`src/rtl/kernel_activation_pkg.sv`:
```
// Shared activation mode codes, frame state encodings and default element width.
package kernel_activation_pkg;

   localparam int   BIT_DATA_DEF = 16;
   localparam logic ON           = 1'b1;

   typedef enum logic [1:0] {
      ACT_BYPASS = 2'b00,
      ACT_RELU   = 2'b01,
      ACT_LEAKY  = 2'b10,
      ACT_CLIP   = 2'b11
   } act_mode_e;

   typedef enum logic {
      ST_IDLE   = 1'b0,
      ST_ACTIVE = 1'b1
   } frame_state_e;

endpackage

```
`src/rtl/kernel_activation_lane.sv`:
```
// One lane of the activation function plus its zero flag; purely combinational.
module kernel_activation_lane
   import kernel_activation_pkg::*;
#(
   parameter int BIT_DATA   = BIT_DATA_DEF,
   parameter int LEAK_SHIFT = 3
) (
   input  act_mode_e                   mode_i,
   input  logic signed [BIT_DATA-1:0]  x_i,
   input  logic signed [BIT_DATA-1:0]  clip_max_i,
   output logic signed [BIT_DATA-1:0]  y_o,
   output logic                        zero_o
);

   logic neg;
   assign neg = (x_i[BIT_DATA-1] == ON);

   always_comb begin
      y_o = x_i;
      case (mode_i)
         ACT_RELU:  if (neg) y_o = '0;
         ACT_LEAKY: if (neg) y_o = x_i >>> LEAK_SHIFT;
         ACT_CLIP: begin
            if (neg)                   y_o = '0;
            else if (x_i > clip_max_i) y_o = clip_max_i;
         end
         default:   y_o = x_i;
      endcase
   end

   assign zero_o = (y_o == '0);

endmodule

```
`src/rtl/kernel_activation.sv`:
```
// Multi-lane activation stage: two register stages under a single global enable,
// per-frame mode latch and saturating per-frame zero counter.
module kernel_activation
   import kernel_activation_pkg::*;
#(
   parameter int BIT_DATA   = BIT_DATA_DEF,
   parameter int LANES      = 4,
   parameter int LEAK_SHIFT = 3,
   parameter int CNT_W      = 16
) (
   input  logic                      clock_i,
   input  logic                      reset_i,
   input  logic [1:0]                mode_i,
   input  logic [BIT_DATA-1:0]       clip_max_i,
   input  logic                      in_valid_i,
   output logic                      in_ready_o,
   input  logic [LANES*BIT_DATA-1:0] in_data_i,
   input  logic                      in_last_i,
   output logic                      out_valid_o,
   input  logic                      out_ready_i,
   output logic [LANES*BIT_DATA-1:0] out_data_o,
   output logic                      out_last_o,
   output logic [LANES-1:0]          out_zero_mask_o,
   output logic [CNT_W-1:0]          out_zero_count_o
);

   localparam logic [CNT_W:0] CNT_MAX = {1'b0, {CNT_W{1'b1}}};

   frame_state_e              state_q;
   act_mode_e                 mode_q;
   logic [BIT_DATA-1:0]       clip_q;
   logic [CNT_W-1:0]          cnt_q;
   logic [CNT_W-1:0]          cnt_d;

   logic                      s1_vld_q;
   logic [LANES*BIT_DATA-1:0] s1_dat_q;
   logic                      s1_last_q;
   logic [LANES-1:0]          s1_mask_q;
   logic [CNT_W-1:0]          s1_cnt_q;

   logic                      out_valid_q;
   logic [LANES*BIT_DATA-1:0] out_data_q;
   logic                      out_last_q;
   logic [LANES-1:0]          out_mask_q;
   logic [CNT_W-1:0]          out_cnt_q;

   logic                      en;
   logic                      accept;
   act_mode_e                 mode_eff;
   logic [BIT_DATA-1:0]       clip_eff;
   logic [LANES*BIT_DATA-1:0] fn_dat;
   logic [LANES-1:0]          fn_zero;
   logic [CNT_W:0]            pop;
   logic [CNT_W:0]            cnt_sum;

   assign en         = !out_valid_q || out_ready_i;
   assign in_ready_o = en && !reset_i;
   assign accept     = in_valid_i && in_ready_o;

   // The first beat of a frame takes its mode straight from the pins; later beats use the latch.
   assign mode_eff = (state_q == ST_IDLE) ? act_mode_e'(mode_i) : mode_q;
   assign clip_eff = (state_q == ST_IDLE) ? clip_max_i : clip_q;

   for (genvar g = 0; g < LANES; g++) begin : g_lane
      kernel_activation_lane #(
         .BIT_DATA   (BIT_DATA),
         .LEAK_SHIFT (LEAK_SHIFT)
      ) u_lane (
         .mode_i     (mode_eff),
         .x_i        (in_data_i[g*BIT_DATA +: BIT_DATA]),
         .clip_max_i (clip_eff),
         .y_o        (fn_dat[g*BIT_DATA +: BIT_DATA]),
         .zero_o     (fn_zero[g])
      );
   end

   always_comb begin
      pop = '0;
      for (int i = 0; i < LANES; i++) begin
         pop = pop + (CNT_W+1)'(fn_zero[i]);
      end
      cnt_sum = {1'b0, cnt_q} + pop;
      cnt_d   = (cnt_sum > CNT_MAX) ? CNT_MAX[CNT_W-1:0] : cnt_sum[CNT_W-1:0];
   end

   always_ff @(posedge clock_i or posedge reset_i) begin
      if (reset_i) begin
         state_q     <= ST_IDLE;
         mode_q      <= ACT_BYPASS;
         clip_q      <= '0;
         cnt_q       <= '0;
         s1_vld_q    <= 1'b0;
         s1_dat_q    <= '0;
         s1_last_q   <= 1'b0;
         s1_mask_q   <= '0;
         s1_cnt_q    <= '0;
         out_valid_q <= 1'b0;
         out_data_q  <= '0;
         out_last_q  <= 1'b0;
         out_mask_q  <= '0;
         out_cnt_q   <= '0;
      end else if (en) begin
         s1_vld_q <= accept;
         if (accept) begin
            s1_dat_q  <= fn_dat;
            s1_mask_q <= fn_zero;
            s1_last_q <= in_last_i;
            // The last beat forwards the total including itself, then the running count restarts.
            s1_cnt_q  <= in_last_i ? cnt_d : '0;
            cnt_q     <= in_last_i ? '0 : cnt_d;
            if (state_q == ST_IDLE) begin
               mode_q <= mode_eff;
               clip_q <= clip_max_i;
            end
            state_q <= in_last_i ? ST_IDLE : ST_ACTIVE;
         end
         out_valid_q <= s1_vld_q;
         out_data_q  <= s1_dat_q;
         out_last_q  <= s1_vld_q && s1_last_q;
         out_mask_q  <= s1_mask_q;
         out_cnt_q   <= s1_vld_q ? s1_cnt_q : '0;
      end
   end

   assign out_valid_o      = out_valid_q;
   assign out_data_o       = out_data_q;
   assign out_last_o       = out_last_q;
   assign out_zero_mask_o  = out_mask_q;
   assign out_zero_count_o = out_cnt_q;

endmodule
```
`config.mk`:
```
export PLATFORM = sky130hd
export DESIGN_NAME = kernel_activation
export DESIGN_NICKNAME = d
export VERILOG_FILES = /design/src/rtl/kernel_activation_pkg.sv /design/src/rtl/kernel_activation_lane.sv /design/src/rtl/kernel_activation.sv
export SDC_FILE = /design/constraint.sdc
export NUM_CORES = 1
export LEC_CHECK = 0
export ABC_AREA = 1
export CORE_UTILIZATION = 34
export CTS_CLUSTER_DIAMETER = 100
export DETAILED_ROUTE_END_ITERATION = 6
export GPL_ROUTABILITY_DRIVEN = 0
export PLACE_DENSITY = 0.53
export SKIP_CTS_REPAIR_TIMING = 1
export SLEW_MARGIN = 30
export SYNTH_ARGS = -nofsm -noshare
export SYNTH_HDL_FRONTEND = slang
export SYNTH_SLANG_ARGS = --single-unit
```
`constraint.sdc`:
```
create_clock -name clock_i -period 6.6 [get_ports clock_i]
set_clock_uncertainty 0.2 [all_clocks]
set_input_delay 0.99 -clock clock_i [delete_from_list [all_inputs] [get_ports clock_i]]
set_output_delay 0.99 -clock clock_i [all_outputs]
set_load 0.1 [all_outputs]
```
# Yosys cells after proc, flatten, opt, wreduce, memory -nomap -nowiden
# Cells that the tools add are included.
# word_totals
wordCells	66
inputBits	87
regBits	207
output_inout_bits	87
# classes
mux	27
bitwise_logic	1
eq_ne	3
order_cmp	5
n_addsub	4
n_reduce_logical	12
# ops
op	count
2-to-1 mux 16 bit	17
one-hot mux 16 bit (3 select lines)	4
greater-than comparator 16 bit	4
logical NOT 16 bit	4
2-to-1 mux 15 bit	4
adder 16 x 4 -> 17 bit	1
greater-than comparator 17 x 16 -> 1 bit, second input constant	1
adder 3 x 1 -> 4 bit	1
== test 2 bit, second input constant	2
adder 2 x 1 -> 3 bit	1
logical AND 1 bit	3
AND reduction 3 bit	1
adder 1 x 1 -> 2 bit	1
== test 2 x 1 -> 1 bit, second input constant	1
logical NOT 1 bit	2
2-to-1 mux 2 bit	1
AND reduction 2 bit	1
logical OR 1 bit	1
2-to-1 mux 1 bit	1
NOT 1 bit	1

# Logic depth before layout (Yosys ltp)
# logic_depth
ltp_word	13
depth_mapped	43
mapped_depth_nobuf	41

# By module
# From an unflattened synthesis, not the netlist that was laid out.
# unflattened
hier_cells	2099
area_unflattened_um2	14257.4
# by_module_without_submodules
module	cells_per_inst	area_each_um2	instances	seq_area_each_um2
kernel_activation	1023	8559.5	1	5180.0
kernel_activation_lane (g_lane[0].u_lane ...)	269	1401.3	3	0.0
kernel_activation_lane (g_lane[3].u_lane)	269	1493.9	1	0.0

# Worst setup path after synthesis
# No wires, ideal clock.
# synth_path
path_kind	input to register
startpoint	input clip_max_i[15]
endpoint	register cnt_q[14]
stages	34
t_arrival_ns	5.568
slack_ns	0.749
required_time_ns	6.317
path_buffers	2
cell_sequence	o21ai_0 > ha_1 > a21oi_1 > o21ai_1 > nor2_1 > nand2_1 > nand2_1 > nand3_2 > buf_2 > nand2_1 > nand3_1 > nand2_1 > nand2_1 > nand2_1 > nor2_1 > nand2_1 > nor2_2 > fa_1 > fa_1 > inv_1 > fa_1 > or2_1 > nor2_1 > inv_1 > nor2_1 > inv_1 > nor2_2 > nand3_1 > nor2_1 > nand2_1 > nor2_2 > buf_2 > a21oi_1 > o22ai_1
# synth_between
elab_chain_len	13
word_cells_on_any_way	28
# synth_lines
element	line_no	source
start: declaration	kernel_activation.sv:14	input logic [BIT_DATA-1:0] clip_max_i,
2-to-1 mux 16 bit (*)	-	
greater-than comparator 16 bit	kernel_activation_lane.sv:25	else if (x_i > clip_max_i) y_o = clip_max_i;
2-to-1 mux 16 bit (*)	kernel_activation_lane.sv:25	
2-to-1 mux 16 bit (*)	kernel_activation_lane.sv:24	if (neg) y_o = '0;
one-hot mux 16 bit (3 select lines) (*)	kernel_activation_lane.sv:20	case (mode_i)
logical NOT 16 bit (*)	kernel_activation_lane.sv:31	assign zero_o = (y_o == '0);
via g_lane[0].u_lane.zero_o	kernel_activation_lane.sv:12	output logic zero_o
adder 1 x 1 -> 2 bit (*)	kernel_activation.sv:80	pop = pop + (CNT_W+1)'(fn_zero[i]);
adder 2 x 1 -> 3 bit (*)	kernel_activation.sv:80	
adder 3 x 1 -> 4 bit (*)	kernel_activation.sv:80	
adder 16 x 4 -> 17 bit (*)	kernel_activation.sv:82	cnt_sum = {1'b0, cnt_q} + pop;
greater-than comparator 17 x 16 -> 1 bit	kernel_activation.sv:83	cnt_d = (cnt_sum > CNT_MAX) ? CNT_MAX[CNT_W-1:0] : cnt_sum[CNT_W-1:0];
2-to-1 mux 16 bit (*)	kernel_activation.sv:83	
2-to-1 mux 16 bit (*)	kernel_activation.sv:110	cnt_q <= in_last_i ? '0 : cnt_d;
end signal: assignment	kernel_activation.sv:110	
end: declaration	kernel_activation.sv:32	logic [CNT_W-1:0] cnt_q;
# The timed path passes the listed nets; every way through them passes the cells marked *.
# A chain may end at the register's enable or synchronous reset.

# Final worst setup path
# layout_path
startpoint	input clip_max_i[15]
endpoint	register cnt_q[5]
# layout_between
word_cells_on_any_way	28
# layout_rtl
element	line_no
2-to-1 mux 16 bit (*)	-
greater-than comparator 16 bit	kernel_activation_lane.sv:25
2-to-1 mux 16 bit (*)	kernel_activation_lane.sv:25
2-to-1 mux 16 bit (*)	kernel_activation_lane.sv:24
one-hot mux 16 bit (3 select lines) (*)	kernel_activation_lane.sv:20
logical NOT 16 bit (*)	kernel_activation_lane.sv:31
via g_lane[2].u_lane.zero_o	kernel_activation_lane.sv:12
adder 2 x 1 -> 3 bit (*)	kernel_activation.sv:80
adder 3 x 1 -> 4 bit (*)	kernel_activation.sv:80
adder 16 x 4 -> 17 bit (*)	kernel_activation.sv:82
greater-than comparator 17 x 16 -> 1 bit	kernel_activation.sv:83
2-to-1 mux 16 bit (*)	kernel_activation.sv:83
2-to-1 mux 16 bit (*)	kernel_activation.sv:110
# Marks and branches as above.

==> impl_metrics.yaml <==
run_status:
  status: "finished clean"
clock_network:
  clock_latency_ns: 0.52
  clk_pin_slew_ns: 0.06
  cts_inserted_buffers: 25
  clock_path_buffers: 3
  htree_levels: 1
  tritoncts: "built"
  cts_sinks: 207
  cts_root_buffer: "clkbuf_16"
detailed_routing:
  drt-total-wl_um: 41700
  wl_met3_um: 2540
  met2WireLength_um: 18200
  ant_nets: 0
  wire_per_inst_um: 16.6
  dr.pass1.iters: 5
  drt_iter0_drc: 1007
  vias_per_cell: 5.05
  met1_length_um: 20300
  dr.max_layer_used: "met4"
  vias: 12700
  drc: 0
timing:
  tightestPinTransition_ns: 1.03
  setup_viol: 0
  slew_headroom_pct: 30.9
  finalCritPeriodShare_pct: 92.6
  finalCriticalPeriod_ns: 6.11
  layout_setup_ws_ns: 0.486
  hold_viol: 0
  fmax_mhz: 164
  drv_slew: 0
synth:
  syn_inst: 1803
  syn_area_per_cell_um2: 7.14
  yosysUniqueCellTypes: 38
  synth_nets: 1958
  async_flop_share_pct: 100
  synth_seq_area_share_pct: 40.2
  synth.cell_area_um2: 12900
  synth-seq-cells: 207
  synth_common_cells: "nand2_1, dfrtp_1, o21ai_0"
  yosysMostFrequentCell: "nand2_1"
  netlist_top_cells_area: "dfrtp_1, nand2_1, o21ai_0, ha_1, inv_1"
  yosysWarnings: 0
  synth_top_area_share_pct: 40.2
  synth-main-ff-cell: "dfrtp_1"
  synth_edf_count: 0
  synth_area_leader_cell: "dfrtp_1"
global_routing:
  grt_max_degree: 166
  grt_pass1_vias: 12200
  grtUsageTotal_pct: 21.6
  grt_pass1_wl_um: 66600
  grt.overflow.total: 0
  antenna_found_initial: 0
power_and_ir_drop:
  powerDensity_nw_per_um2: 377
  leakage_nw: 8.03
  peakVddDrop_uv: 198
  power.total_w: 0.00616
cells_and_area:
  area_delta_synth_final_pct: 26.9
  final_cells: 2514
  drive_gt1_share_pct: 8.26
  layout.nets: 2150
  n_antenna_cell: 0
critical_path:
  crit_top_cell: "nand2_1"
  critical_path.top_delay_family: "simple AND/OR/NAND/NOR gates"
  crit_buf_inv: 6
  max_stage_delay_ns: 0.51
  cp-start-kind: "input port"
  crit_type: "input port to flip-flop"
  r2r-start: "state_q"
  rrSetupSlack_ns: 0.62
  crit_required_ns: 6.82
  arrival_ns: 6.33
  crit_slowest_cell: "clkdlybuf4s50_1"
  critPathMaxFanout: 8
  r2r_cells: 35
  r2r-end: "cnt_q[5]"
  cp-end-kind: "flip-flop"
floorplan:
  io_pins: 174
  fp.coreArea_um2: 37000
  rows: 70
  initial_core_util_pct: 34.8
  die_width_um: 197
  die-area_um2: 38700
  die_h_um: 197
run:
  maxCapViolations: 0
hold_path:
  whs_path_depth: 2
  whs_endpoint: "out_data_o[35]"
  hold_path.startpoint: "s1_dat_q[35]"
  hp-class: "flip-flop to flip-flop"
placed_design:
  io_buffers: 173
  dpl_worst_slack_ns: -0.234
  place_inst: 2470
  hpwl_um: 30500
[per-stage QoR]
stage / instance area, µm² / TNS (ns) / util [%] / hold WS, ns
floorplan: 12900 / 0 / - / 0.242
CTS: 16300 / 0 / 44.0 / 0.264
global route: 16300 / -0.0157 / 44.2 / 0.288
detailed placement: 15500 / -5.00 / 41.8 / 0.250
finish: 16300 / 0 / 44.2 / 0.267
global placement: 15500 / -1.76 / 41.8 / 0.254
[how the worst max path moves through the flow]
stage                        start          end  slack, ns  cells past startpoint
floorplan           clip_max_i[15]    cnt_q[14]       0.75                     34
global placement    clip_max_i[15]     cnt_q[0]      -0.09                     36
detailed placement  clip_max_i[15]     cnt_q[5]      -0.23                     36
CTS                 clip_max_i[15]     cnt_q[5]       0.31                     36
global route         clip_max_i[0]  s1_cnt_q[4]      -0.01                     40
finish              clip_max_i[15]     cnt_q[5]       0.49                     36
[per-layer routing]
layer / vias up / GRT usage, %
li1: 6273 / -
met5: - / 0
met4: 0 / 4.62
met2: 408 / 33.4
met1: 5953 / 32.0
met3: 53 / 2.87
[where the power goes]
group          internal, W  switching, W  leakage (nW)  total [W]
registers          0.00157      0.000168          2.68    0.00174
logic             0.000862       0.00222          4.97    0.00308
clock network     0.000806      0.000535         0.382    0.00134
[area by class of cell]
class | count | area [µm²]
Tap cell | 504 | 631
Timing Repair Buffer | 252 | 2390
Clock buffer | 34 | 689
Inverter | 165 | 623
Fill cell | 3856 | 20600
Clock inverter | 8 | 106
Sequential cell | 207 | 5180
Multi-Input combinational cell | 1344 | 6720
[registers in the layout, indices dropped and copies added, names as in the netlist]
name / cells
s1_vld_q: 1
out_valid_o: 1
s1_cnt_q: 16
out_last_o: 1
s1_mask_q: 4
cnt_q: 16
s1_dat_q: 64
clip_q: 16
out_zero_mask_o: 4
s1_last_q: 1
out_zero_count_o: 16
out_data_o: 64
state_q: 1
mode_q: 2
[cells by family (layout without fill, tap and decap cells)]
kind of cell | count (synthesis) | after routing | synth area share, %
adder cells (fa/ha/maj) | 68 | 68 | 6.78
flip-flops | 207 | 207 | 40.2
buffers and inverters | 253 | 459 | 8.23
AND/OR/NAND/NOR | 947 | 948 | 30.7
multiplexers | 14 | 14 | 1.09
AO/OA/AOI/OAI | 314 | 314 | 13.0
[tightest hold or removal path: stages, from the launching register on]
cell and delay [ns]:
dfrtp_1 0.34, nand2_1 0.05, nand2_1 0.05
[cells in the final DEF, fill, tap and decap left out, types with 3 or more instances in the layout]
cell               n
nand2_1          690
dfrtp_1          207
o21ai_0          186
clkdlybuf4s50_1  173
inv_1            156
nand3_1          100
buf_4             74
nor2_1            72
ha_1              64
a21oi_1           58
o22ai_1           51
nand4_1           38
clkbuf_16         25
mux2i_1           13
nor2_2            11
nor2_4             8
o21ai_1            7
nand3_2            7
inv_2              6
nor3_1             6
nand2_2            6
clkbuf_1           6
nand2_4            4
buf_12             4
clkinvlp_4         3
fa_1               3
clkbuf_8           3
(Power assumes the default switching activity.)
==> RTL change 1, RTL diff (same settings) <==
Set the parameter `LANES` to 3 (it was 4).
--- a/src/rtl/kernel_activation.sv
+++ b/src/rtl/kernel_activation.sv
@@ -4,7 +4,7 @@
    import kernel_activation_pkg::*;
 #(
    parameter int BIT_DATA   = BIT_DATA_DEF,
-   parameter int LANES      = 4,
+   parameter int LANES      = 3,
    parameter int LEAK_SHIFT = 3,
    parameter int CNT_W      = 16
 ) (
Ports: changed (resized in_data_i, out_data_o and out_zero_mask_o); port bits go from 174 to 141. The function was not compared with the original's and may differ.
==> RTL change 1 against the unedited design <==
- area after synthesis fell by 19%
- largest power group unchanged
- synthesized cell count fell by 21%
- register-to-register slack improved by 60 ps
- power fell by 22%
- final area fell by 20%
- sequential cell count fell by 34
- wire length fell by 24%
- sequential power fell by 18%
- setup slack improved by 12 ps
==> RTL change 1: results (changes against the unedited design) <==
run_status:
  status: "finished, final reports clean"
power:
  power.share.clock: 0.215  # -0.003
  p_leak_nw: 6.33  # -21%
  p_int_mw: 2.55  # -21%
  combPwrFrac: 0.486  # -0.014
timing:
  tightest_slew_ps: 1020  # -15.9 ps
  whs_ps: 262  # -4.28 ps
grt:
  grt_pass1_vias: 9231  # -24%
  grt_usage: 0.210  # -0.00611
worst_setup_path:
  path_max_fanout: 16  # +8
  slowest_delay_ps: 470  # -40 ps
  worst_path_max_delay_cell: "fa_1"
  arrival_ps: 6190  # -140 ps
routing:
  routedWlPerCell_um: 16.1  # -2.8%
  drtIter0Drc: 797  # -21%
  wl_met1_um: 15700  # -23%
  dr_wl_met3_um: 1710  # -33%
cells_and_area:
  drive_above_1_share: 0.0769  # -0.00571
place:
  hpwlAfterDp_um: 23100  # -24%
cts:
  cts.path.max_buffers: 2  # -1
  cts_buffers: 17  # -32%
  htree_levels: 4  # +3
synth:
  yosysSeqAreaShare: 0.415  # +0.0126
  synthTopCellsByCount: "542 x nand2_1, 173 x dfrtp_1, 122 x inv_1"
  ys_types: 41  # +7.9%
worst_hold_path:
  min_to: "out_data_o[3]"
RTL change 1: kinds of logic after synthesis:
| family | count (synthesis) | synth area share |
|---|---|---|
| fa+ha+maj | 52 | 0.0638 |
| xor+xnor | 6 | 0.00504 |
| mux | 14 | 0.0134 |
| simple gates | 723 | 0.291 |
| buf+inv | 203 | 0.0837 |
| flops | 173 | 0.415 |
| compound gates | 245 | 0.128 |
RTL change 1: final cells by class:
type / instances / area, sq um
inverters: 133 / 513
repair buffers: 197 / 1840
well taps: 390 / 488
clock buffers: 21 / 450
fillers: 3142 / 16900
flip-flops and latches: 173 / 4330
clock inverters: 10 / 139
multi-input cells: 1040 / 5280
RTL change 1: per-stage QoR:
| stage | total power, mW | utilization | std cells | worst slack [ps] | area [sq um] |
|---|---|---|---|---|---|
| final | 4.78 | 0.435 | 1964 | 498 | 13000 |
| after global routing | 5.07 | 0.435 | 1964 | 76.1 | 13000 |
| after CTS | 4.80 | 0.434 | 1964 | 469 | 13000 |
| after detailed placement | 3.76 | 0.415 | 1933 | 5.87 | 12400 |
| after global placement | 3.74 | 0.415 | 1933 | 121 | 12400 |
| after floorplan | 3.09 | - | 1416 | 722 | 10400 |
RTL change 1: routing by layer:
layer	track usage	up-vias
met3	0.0299	34
met2	0.310	309
met5	0	-
li1	-	4933
met1	0.312	4520
met4	0.0665	0
RTL change 1: worst max-delay path by stage:
stage	slack [ps]	endpoint
after floorplan	720	clip_q[0]
after global placement	120	cnt_q[14]
after detailed placement	6	cnt_q[14]
after CTS	470	cnt_q[14]
after global routing	80	cnt_q[14]
final	500	s1_cnt_q[14]
RTL change 1: worst min-delay path, delay by kind of cell (launching register included):
kind / cells / cell delay, ps
flip-flops: 1 / 340
AND/OR/NAND/NOR: 2 / 100
==> RTL change 2, RTL diff (config.mk and constraints unchanged) <==
Without the edit above. Put one more register stage on the output `out_zero_count_o`, cleared by the reset. The value now appears one clock later. The other outputs are not delayed to match.
--- a/src/rtl/kernel_activation.sv
+++ b/src/rtl/kernel_activation.sv
@@ -126,6 +126,12 @@
    assign out_data_o       = out_data_q;
    assign out_last_o       = out_last_q;
    assign out_zero_mask_o  = out_mask_q;
-   assign out_zero_count_o = out_cnt_q;
+   always_ff @(posedge clock_i or posedge reset_i) begin
+      if (reset_i) begin
+         out_zero_count_o <= '0;
+      end else begin
+         out_zero_count_o <= out_cnt_q;
+      end
+   end
 
 endmodule
Formal check against the unedited RTL: not equivalent (a bounded check fails within 4 cycles, from zero or initial values and one cycle with reset_i high).
==> RTL change 2 against the unedited design <==
- die area increased by 2.3%
- count of clock-buffer cells in the layout increased by 2
- sequential cell count grew 16
- area after synthesis up 2.4%
- non-clock buffer count up 28
- power rose by 5.5%
- combinational power up 2%
- final area grew 4.9%
- setup slack lost 46 ps
- wire length rose by 2.6%
- largest power group unchanged
==> RTL change 2: results (changes against the unedited design) <==
synth:
  synth_cells: 1804  # +0.055%
  ys_types: 36  # -5.3%
  synth_area_leaders: "dfrtp_1 42%, nand2_1 20%, o21ai_0 6.7%, ha_1 6.2%, inv_1 4.4%"
  synthTopCellsByCount: "691 x nand2_1, 223 x dfrtp_1, 176 x o21ai_0"
cells_and_area:
  inverters: 160  # -3.0%
  comb.multi_input.count: 1333  # -0.82%
  n_all_buffers: 280  # +11%
  drive_above_1_share: 0.103  # +0.0202
  fin_area_sq_um: 17100  # +4.9%
  final_cells: 2555  # +1.6%
  multi_input_area_share: 0.394  # -0.0176
  finalNetCount: 2179  # +1.3%
place:
  hpwlAfterDp_um: 30900  # +1.2%
  dp_cells: 2496  # +1.1%
  place_area_sq_um: 16000  # +3.4%
routing:
  wirelength_um: 42800  # +2.6%
  dr_total_vias: 12900  # +1.9%
  first_pass_iters: 6  # +1
worst_hold_path:
  min_from: "out_cnt_q[8]"
power:
  powerClk_mw: 1.51  # +13%
  power_mw: 6.49  # +5.5%
worst_setup_path:
  worstReg2RegEnd: "cnt_q[7]"
  reg2reg_setup_slack_ps: 590  # -30 ps
grt:
  grt_pass1_vias: 12000  # -1.3%
  grt_max_degree: 117  # -30%
timing:
  tightest_slew_ps: 1020  # -15.9 ps
die:
  die_x_um: 199  # +1.2%
run_status:
  status: "finished, final reports clean"
==> RTL change 2: cell count changes in the layout (fill, tap and decap cells not counted), moves of 7 or more <==
cell and delta:
buf_4 +18, dfrtp_1 +16, nand3_1 -7, nor2_1 -7, o21ai_0 -11
==> RTL change 2: kinds of logic after synthesis <==
kind of cell,after synthesis,share of synthesized area
mux,13,0.00987
compound gates,307,0.126
flops,223,0.423
simple gates,938,0.294
buf+inv,249,0.0768
fa+ha+maj,68,0.0663
xor+xnor,6,0.00399
==> RTL change 2: routing by layer <==
| metal | track usage | vias to the layer above | wire (um) | part of all wire |
|---|---|---|---|---|
| met3 | 0.0310 | 67 | 2840 | 0.066 |
| li1 | - | 6330 | - | - |
| met4 | 0.0664 | 0 | 1050 | 0.025 |
| met5 | 0 | - | 0 | 0 |
| met2 | 0.322 | 447 | 18400 | 0.43 |
| met1 | 0.322 | 6082 | 20500 | 0.48 |
